==> config.mk <==
export PLATFORM = sky130hd
export DESIGN_NAME = debounce8
export DESIGN_NICKNAME = d
export VERILOG_FILES = /design/src/rtl/debounce_bit.sv /design/src/rtl/debounce8.sv
export SDC_FILE = /design/constraint.sdc
export NUM_CORES = 1
export LEC_CHECK = 0
export CORE_MARGIN = 5
export CORE_UTILIZATION = 49
export CTS_BUF_LIST = sky130_fd_sc_hd__clkbuf_8
export DETAILED_ROUTE_END_ITERATION = 10
export PLACE_DENSITY_LB_ADDON = 0.1
export SYNTH_ARGS = -nofsm -noshare
export SYNTH_HDL_FRONTEND = slang
export SYNTH_SLANG_ARGS = --single-unit
==> constraint.sdc <==
create_clock -name clk -period 1.6 [get_ports clk]
set_clock_uncertainty 0.15 [all_clocks]
set_input_delay 0.24 -clock clk [delete_from_list [all_inputs] [get_ports clk]]
set_output_delay 0.24 -clock clk [all_outputs]
set_load 0.02 [all_outputs]
==> src/rtl/debounce_bit.sv <==
// Single-channel debouncer: 2-flop synchronizer, stability counter,
// registered level plus one-cycle rise/fall pulses.
module debounce_bit #(
  parameter int STABLE_CYCLES = 16
) (
  input  logic clk,
  input  logic reset,
  input  logic in,
  output logic out,
  output logic rise,
  output logic fall
);

  // Narrowest counter that can hold STABLE_CYCLES-1.
  localparam int CNT_W = $clog2(STABLE_CYCLES);
  localparam logic [CNT_W-1:0] CNT_MAX = CNT_W'(STABLE_CYCLES - 1);

  logic             s0;
  logic             s1;
  logic [CNT_W-1:0] cnt;

  // Synchronize the raw level, count consecutive mismatches, and flip the
  // output once the mismatch has lasted STABLE_CYCLES edges.
  always_ff @(posedge clk) begin
    if (reset) begin
      s0   <= 1'b0;
      s1   <= 1'b0;
      cnt  <= '0;
      out  <= 1'b0;
      rise <= 1'b0;
      fall <= 1'b0;
    end else begin
      s0   <= in;
      s1   <= s0;
      rise <= 1'b0;
      fall <= 1'b0;
      if (s1 != out) begin
        if (cnt == CNT_MAX) begin
          out  <= s1;
          cnt  <= '0;
          rise <= s1;
          fall <= ~s1;
        end else begin
          cnt <= cnt + 1'b1;
        end
      end else begin
        // Any return to the current level restarts the stability window.
        cnt <= '0;
      end
    end
  end

endmodule

==> src/rtl/debounce8.sv <==
// Eight independent debounce channels plus a combined activity flag.
module debounce8 #(
  parameter int STABLE_CYCLES = 16
) (
  input  logic       clk,
  input  logic       reset,
  input  logic [7:0] in,
  output logic [7:0] out,
  output logic [7:0] rise,
  output logic [7:0] fall,
  output logic       any
);

  // One fully independent debouncer per channel.
  for (genvar i = 0; i < 8; i++) begin : g_ch
    debounce_bit #(
      .STABLE_CYCLES(STABLE_CYCLES)
    ) u_bit (
      .clk   (clk),
      .reset (reset),
      .in    (in[i]),
      .out   (out[i]),
      .rise  (rise[i]),
      .fall  (fall[i])
    );
  end

  // Straight from the out registers so downstream sees no added latency.
  assign any = |out;

endmodule

==> metrics.csv, run 1 <==
stage;metric;value;unit
timing;setup violators final;0;
synth;Yosys top cell area share;54.78;%
synth;sequential area share after synthesis;54.78;%
timing;maximum clock rate;642.0;MHz
floorplan;I/O pin count;35;
timing;Final WS setup;42.41;ps
placement;dpl ws;-45.28;ps
pwr;switching part of the total;19.58;%
synth;most numerous cell in the Yosys netlist;dfxtp_1;
synth;main combinational cell family by area after synthesis;simple AND/OR/NAND/NOR gates;
clock_tree;Clock Pin Slew Worst Setup and Hold Paths;60;ps
worst_setup_path;Setup CP Type;flop to primary output;
pwr;P_sw;616.5;uW
synth;Compound-Gate Fraction of Synth Area;0.3804;%
grt;GRT overflow;0;
timing;hold_ws;160.2;ps
clock_tree;CTS root buf;clkbuf_8;
job;max_cap viols;0;
timing;fin crit share;97.35;%
worst_setup_path;critical path startpoint category;flop;
timing;setup TNS;0;ps
clock_tree;CTS tree;built;
grt;number of global-route vias before repair;1487;
placement;I/O Buffers;34;
synth;Async S/R FF share, synth;0;%
clock_tree;CTS H-tree depth;3;
timing;Final Hold Viols;0;
clock_tree;CTS Buf Count;9;
synth;commonest cells in the netlist;dfxtp_1 (72), nor2_1 (32), buf_4 (24);
clock_tree;Clock Tree Buf Depth;2;
layout;Synth-to-Final Area Change;19.40;%
routing;post-route DRC violation count;0;
grt;first-pass GRT wire length;6458;um
routing;First DRT Iteration DRCs;37;
floorplan;Die Ht;83.28;um
synth;xor and xnor area share after synthesis;7.989;%
pwr;P_int;2531;uW
synth;Synth area leader;dfxtp_1;
floorplan;initial cell density of the core;50.87;%
timing;Least-Margin Pin Slew;395.0;ps
synth;mapped cell area;2631;um^2
layout;share of cells above drive strength 1;11.89;%
synth;EDFF count, synth;0;
routing;detailed-route wire length;3784;um
layout;Register Area;1443;um^2
synth;synthesis-stage register bit count;72;
timing;max_slew headroom;73.66;%
pwr;clock power share;38.9;%
layout;diode count;0;
synth;Yosys cell types;19;
floorplan;row cnt;26;
worst_setup_path;Worst Path Required;1210;ps
pwr;combinational power share;2.9;%
placement;Placer Congestion;0.7142;
grt;GRT Total Usage;11.75;%
synth;YS warnings;0;
grt;largest net degree at the start of global routing;22;
routing;drt wl/cell;10.63;um
grt;initial antenna violation count;0;
routing;vias per cell;4.640;
synth;Net Count, Synth;267;
synth;Simple-Gate Fraction of Synth Area;21.02;%
timing;unrepaired setup endpoints after global routing;true;
clock_tree;clk sinks;72;
synth;ranking of synthesized cells by area;dfxtp_1 (55%), buf_4 (6.8%), nor4b_1 (5.3%);
synth;Main synth FF type;dfxtp_1;
floorplan;DIE AREA;6936;um^2
floorplan;total core area;5172;um^2
worst_setup_path;Worst setup EP type;primary output;
layout;Layout Nets;301;
pwr;Peak VDD IR;0.0005518;V
routing;DR vias;1652;
clock_tree;post-CTS setup buffers;0;
synth;mux share of post-synthesis cell area;3.043;%
layout;# fillers;439;
clock_tree;clk_lat worst skew;330;ps
timing;max-slew violation count;0;
synth;synthesized area per cell;10.57;um^2
run_status;outcome;completed;
layout;multi-input logic area;959.7;um^2
worst_setup_path;Crit Path Max Fanout;2;
placement;post-DP HPWL;2743;um
pwr;PwrDens;1002;nW/um^2
worst_setup_path;Worst EP arrival;1170;ps
timing;Final min period;1558;ps
pwr;Lkg Pwr;0.001395;uW
synth;adder-cell share of the synthesized area;3.804;%
min_path;Hold Crit Class;input port to flop;
floorplan;die width;83.28;um
synth;post-synthesis instance total;249;
routing;drt pass-1 iters;4;
pwr;Sequential Power Share;58.2;%
routing;post-detailed-route count of antenna-violating nets;0;
-- final timing paths --
kind / startpoint / end / slack, ps / depth (start not counted)
setup / recovery: g_ch[1].u_bit.out / any / 40 / 3
hold reg to reg: g_ch[6].u_bit.s0 / g_ch[6].u_bit.s1 / 290 / 1
setup reg to reg: g_ch[0].u_bit.cnt[0] / g_ch[0].u_bit.cnt[3] / 150 / 4
hold / removal: reset / g_ch[1].u_bit.s0 / 160 / 2
-- worst max-delay path, cell delays in order, from the launching register on --
cell and delay (ps):
dfxtp_2 320, nor4_2 260, nand2_1 110, buf_6 140
-- metal layers --
metal,track usage [%],wire length (um),up-vias
met1,14.85,1857,740
met4,4.903,59,0
li1,-,-,870
met3,6.238,248,8
met2,16.62,1619,34
met5,0,0,-
-- area by class of cell --
cell class | count | share of cell area [%]
Multi-Input combinational cell | 139 | 30.55
Tap cell | 70 | 2.788
Inverter | 9 | 1.075
Clock inverter | 2 | 0.2389
Clock buffer | 12 | 5.257
Sequential cell | 72 | 45.92
Timing Repair Buffer | 52 | 14.18
-- cells in the final DEF, fill, tap and decap left out --
cell and count:
dfxtp_1 71, nor2_1 32, dlygate4sd2_1 21, nand3_1 18
buf_4 18, nor4b_1 16, nor2b_1 16, xor2_1 12
xnor2_1 12, clkbuf_8 12, inv_1 11, mux2i_1 8
ha_1 8, clkdlybuf4s50_1 8, nor3_1 6, or3b_1 5
clkdlybuf4s15_1 3, and3_1 2, nor4_1 1, nor4_2 1
nand2_1 1, a311o_1 1, dfxtp_2 1, buf_2 1
buf_6 1
-- through the flow --
step                cells  total power [uW]  utilization [%]  instance area, um^2
CTS                   356              3207            60.52                 3131
floorplan             249              1920                -                 2631
detailed placement    342              1966            57.74                 2987
global placement      342              1964            57.74                 2987
finish                356              3148            60.74                 3142
global route          356              3299            60.74                 3142
-- flip-flops by register name, summed over array words and instances (netlist names) --
signal,count
g_ch.u_bit.fall,8
g_ch.u_bit.s0,8
g_ch.u_bit.s1,8
g_ch.u_bit.cnt,32
g_ch.u_bit.rise,8
g_ch.u_bit.out,8
-- kinds of logic (layout without fill, tap and decap cells) --
group	count (synthesis)	after routing
compound gates	1	1
simple gates	98	98
mux	8	8
fa+ha+maj	8	8
buf+inv	38	75
flops	72	72
xor+xnor	24	24
-- what timing repair did --
item                                   CTS  global route
hold buffers                             0             0
gates cloned                             0             0
endpoints found under the hold margin    0             0
pin swaps                                0             2
gates resized for setup                 29             6
setup endpoints to repair               25             5
-- power groups by stage --
| stage | logic (uW) | clock network [uW] | registers (uW) |
|---|---|---|---|
| after floorplan | 50.8 | 0 | 1870 |
| after global placement | 92.7 | 0 | 1870 |
| after detailed placement | 93.2 | 0 | 1870 |
| after CTS | 94.4 | 1280 | 1830 |
| after global routing | 104 | 1360 | 1830 |
| final | 92.8 | 1220 | 1830 |
Note: power is estimated with default switching activity, not from simulation.
==> inputs of run 2 (changes only) <==
Settings changed: CORE_ASPECT_RATIO set to 1.1.
==> metrics.csv, run 2 (same netlist as run 1, synthesis figures left out) <==
stage;metric;value;unit
floorplan;die width;79.87;um
timing;fin crit share;100.2;%
timing;setup violators final;1;
placement;post-DP HPWL;2746;um
timing;maximum clock rate;623.9;MHz
timing;Least-Margin Pin Slew;464.9;ps
placement;Placer Congestion;0.6936;
routing;drt wl/cell;10.87;um
worst_setup_path;Setup CP Type;flop to primary output;
layout;share of cells above drive strength 1;12.63;%
grt;first-pass GRT wire length;6775;um
pwr;P_int;2652;uW
run_status;failing checks;setup timing;
grt;GRT overflow;0;
floorplan;Die Ht;86.86;um
routing;DR vias;1624;
clock_tree;CTS tree;built;
timing;max-slew violation count;0;
grt;GRT Total Usage;12.96;%
clock_tree;CTS H-tree depth;3;
pwr;Sequential Power Share;55.2;%
pwr;PwrDens;1050;nW/um^2
timing;Final Hold Viols;0;
job;max_cap viols;0;
placement;I/O Buffers;34;
floorplan;DIE AREA;6937;um^2
floorplan;initial cell density of the core;49.74;%
clock_tree;clk sinks;72;
grt;number of global-route vias before repair;1560;
pwr;P_sw;667.0;uW
floorplan;I/O pin count;35;
run_status;outcome;finished with violations;
floorplan;total core area;5290;um^2
worst_setup_path;Worst Path Required;1210;ps
timing;unrepaired setup endpoints after global routing;true;
worst_setup_path;Worst setup EP type;primary output;
timing;max_slew headroom;69.01;%
layout;max reg flops;32;
routing;drt pass-1 iters;4;
clock_tree;CTS root buf;clkbuf_8;
timing;Final min period;1603;ps
layout;diode count;0;
layout;final core occ;59.77;%
timing;Final WS setup;-2.696;ps
layout;fin area;3162;um^2
layout;Synth-to-Final Area Change;20.16;%
clock_tree;CTS Buf Count;9;
grt;largest net degree at the start of global routing;27;
timing;hold_ws;195.5;ps
floorplan;row cnt;28;
layout;most common cell after layout, fill and taps aside;dfxtp_1;
worst_setup_path;critical path startpoint category;flop;
clock_tree;Clock Tree Buf Depth;2;
layout;largest reg by FF count;g_ch.u_bit.cnt;
worst_setup_path;Crit Path Max Fanout;2;
routing;First DRT Iteration DRCs;43;
pwr;Peak VDD IR;0.0006888;V
pwr;Lkg Pwr;0.001388;uW
min_path;Hold Crit Class;input port to flop;
layout;commonest non-fill, non-tap cells in the layout;dfxtp_1 (71), nor2_1 (32), nand3_1 (18), dlygate4sd2_1 (17);
routing;vias per cell;4.511;
routing;detailed-route wire length;3912;um
worst_setup_path;Worst EP arrival;1210;ps
pwr;switching part of the total;20.10;%
clock_tree;# hold bufs at CTS;0;
grt;initial antenna violation count;0;
routing;post-detailed-route count of antenna-violating nets;0;
routing;post-route DRC violation count;0;
pwr;combinational power share;2.5;%
placement;Placed Area;2970;um^2
clock_tree;Clock Pin Slew Worst Setup and Hold Paths;70;ps
pwr;clock power share;42.3;%
clock_tree;clk_lat worst skew;330;ps
layout;Layout Nets;298;
## run 2: changes by cell type in the layout (fill, tap and decap cells not counted), sizes merged
cell | previous run | this run
dlygate4sd2 | 21 | 17
buf | 20 | 17
clkdlybuf4s15 | 3 | 5
clkinv | 0 | 2
bufinv | 0 | 1
clkbuf | 12 | 13
## run 2: metrics by stage
stage	TNS [ps]	std cells	setup WS (ps)	power (uW)
after floorplan	0	249	254.5	1920
after global placement	-122.9	344	-122.9	1958
after detailed placement	-117.0	344	-117.0	1959
after CTS	-214.4	360	-214.4	3354
after global routing	-115.3	360	-108.0	3470
final	-2.696	360	-2.696	3319
## run 2: power by group through the flow
| stage | Sequential, uW | Combinational, uW | Clock [uW] |
|---|---|---|---|
| global placement | 1870 | 85.7 | 0 |
| global route | 1830 | 94.2 | 1540 |
| finish | 1830 | 84.4 | 1400 |
| detailed placement | 1870 | 85.9 | 0 |
| CTS | 1830 | 86.0 | 1440 |
| floorplan | 1870 | 50.8 | 0 |
## run 2: critical path, stage by stage (launching register included)
cell	delay (ps)
dfxtp_2	340
nor4_4	290
nand2_1	110
buf_6	140
## run 2: final cells by class
type / instances / area, um^2
tap: 75 / 93.84
timing repair buffer: 49 / 417.9
inverter: 9 / 33.78
fill: 475 / 2128
clock inverter: 5 / 47.55
clock buffer: 11 / 151.4
sequential: 72 / 1443
multi-input combinational: 139 / 974.7
## run 2: worst paths after layout
path,slack [ps],to,start,cells past startpoint
hold reg to reg,290,g_ch[4].u_bit.s1,g_ch[4].u_bit.s0,1
setup / recovery,-3,any,g_ch[6].u_bit.out,3
hold / removal,200,g_ch[3].u_bit.s1,reset,2
setup reg to reg,160,g_ch[7].u_bit.cnt[3],g_ch[7].u_bit.cnt[0],4
## run 2: routing by layer
| metal | global-route usage, % | share of wire (%) | up-vias |
|---|---|---|---|
| li1 | - | - | 865 |
| met1 | 15.33 | 48 | 721 |
| met2 | 19.74 | 44 | 31 |
| met3 | 5.487 | 5.2 | 7 |
| met4 | 7.373 | 2.2 | 0 |
| met5 | 0 | 0 | - |
## run 2: what timing repair did
item                                   4_1_cts  5_1_grt
pin swaps                                    0        2
resized for setup                           26       17
setup endpoints to repair                   25        4
buffers inserted                             0        0
endpoints found under the hold margin        0        0
==> inputs of run 3 (changes only) <==
Settings changed: SKIP_LAST_GASP set to 1.
==> metrics.csv, run 3 (same netlist as run 1, synthesis figures left out) <==
stage;metric;value;unit
run_status;outcome;completed;
layout;# fillers;477;
layout;Synth-to-Final Area Change;19.97;%
layout;Layout Nets;298;
floorplan;total core area;5290;um^2
placement;post-DP HPWL;2746;um
floorplan;initial cell density of the core;49.74;%
grt;largest net degree at the start of global routing;27;
pwr;Peak VDD IR;0.0006889;V
job;max_cap viols;0;
placement;Placer Congestion;0.6936;
placement;Placed Area;2970;um^2
timing;fin crit share;99.94;%
clock_tree;# hold bufs at CTS;0;
routing;post-detailed-route count of antenna-violating nets;0;
layout;final core occ;59.67;%
floorplan;die width;79.87;um
routing;First DRT Iteration DRCs;42;
pwr;PwrDens;1050;nW/um^2
grt;GRT overflow;0;
layout;max reg flops;32;
clock_tree;CTS tree;built;
worst_setup_path;Worst Path Required;1210;ps
routing;drt wl/cell;10.88;um
routing;drt pass-1 iters;4;
grt;number of global-route vias before repair;1562;
floorplan;row cnt;28;
worst_setup_path;critical path startpoint category;flop;
timing;setup TNS;0;ps
timing;hold_ws;200.8;ps
worst_setup_path;Worst EP arrival;1210;ps
clock_tree;clk sinks;72;
clock_tree;CTS root buf;clkbuf_8;
floorplan;Die Ht;86.86;um
grt;initial antenna violation count;0;
timing;maximum clock rate;625.4;MHz
clock_tree;Clock Pin Slew Worst Setup and Hold Paths;70;ps
worst_setup_path;critical path's largest stage delay;340;ps
placement;I/O Buffers;34;
routing;Max Used Layer;met4;
routing;metal3 WL;199;um
timing;Final Hold Viols;0;
timing;setup violators final;0;
routing;wl on met1;1902;um
layout;share of cells above drive strength 1;12.63;%
pwr;Lkg Pwr;0.001403;uW
clock_tree;post-CTS setup buffers;0;
layout;largest reg by FF count;g_ch.u_bit.cnt;
worst_setup_path;crit path cell chain;nor4_4 -> nand2_1 -> buf_6;
worst_setup_path;Crit-path slowest cell;dfxtp_2;
clock_tree;clk_lat worst skew;330;ps
grt;first-pass GRT wire length;6775;um
timing;Least-Margin Pin Slew;468.1;ps
min_path;Hold Crit Class;input port to flop;
routing;post-route DRC violation count;0;
layout;most common cell after layout, fill and taps aside;dfxtp_1;
routing;DR vias;1619;
placement;Post-Place Cells;344;
worst_setup_path;Setup CP Type;flop to primary output;
grt;GRT Total Usage;12.96;%
clock_tree;Clock Tree Buf Depth;2;
worst_setup_path;Crit Path Max Fanout;2;
routing;vias per cell;4.497;
layout;diode count;0;
layout;commonest non-fill, non-tap cells in the layout;dfxtp_1 (71), nor2_1 (32), dlygate4sd2_1 (21), nand3_1 (18);
timing;Final min period;1599;ps
floorplan;I/O pin count;35;
clock_tree;CTS Buf Count;9;
routing;met2 WL post-DR;1747;um
routing;detailed-route wire length;3915;um
timing;max-slew violation count;0;
timing;unrepaired setup endpoints after global routing;true;
worst_setup_path;Worst setup EP type;primary output;
floorplan;DIE AREA;6937;um^2
layout;final std cells w/o fill;360;
layout;fin area;3157;um^2
timing;max_slew headroom;68.80;%
clock_tree;CTS H-tree depth;3;
run 3: cell types whose count changed in the layout (fill, tap and decap cells not counted), sizes merged:
cell	delta
clkdlybuf4s15	-4
dlygate4sd2	+4
run 3: where the power goes:
part           total [uW]  internal [uW]  switching [uW]
clock network        1400            789             608
registers            1830           1820            15.3
logic                84.5           46.4            38.1
total                3310           2650             662
run 3: metal layers:
layer	GRT usage (%)	vias up
met1	15.33	719
met5	0	-
met4	7.373	0
li1	-	866
met3	5.487	5
met2	19.74	29
run 3: critical path, delay by kind of cell (launching register included):
kind                   cells  cell delay, ps
buffers and inverters      1             140
and+or+nand+nor            2             400
DFF                        1             340
run 3: layout make-up:
cell class                 count  area [um^2]  share of cell area [%]
clock inverter                 5        47.55                   1.506
inverter                       9        33.78                   1.070
timing repair buffer          49        412.9                   13.08
sequential                    72         1443                   45.70
tap                           75        93.84                   2.973
multi-input combinational    139        974.7                   30.88
clock buffer                  11        151.4                   4.796
run 3: path summary, 6_finish.rpt:
check,cells after the start,to,from,slack (ps)
setup / recovery,3,any,g_ch[6].u_bit.out,0.9
hold / removal,2,g_ch[3].u_bit.s1,reset,200
setup reg to reg,4,g_ch[7].u_bit.cnt[3],g_ch[7].u_bit.cnt[0],160
hold reg to reg,1,g_ch[4].u_bit.s1,g_ch[4].u_bit.s0,290
run 3: stage by stage:
stage / worst slack [ps] / total power [uW]
finish: 0.9182 / 3314
global route: -108.0 / 3470
CTS: -214.4 / 3354
detailed placement: -117.0 / 1959
global placement: -122.9 / 1958
floorplan: 254.5 / 1920
run 3: what timing repair did:
action                                  4_1_cts  5_1_grt
gates resized for setup                      26       13
hold endpoints to repair                      0        0
endpoints found under the setup margin       25        4
pin swaps                                     0        2
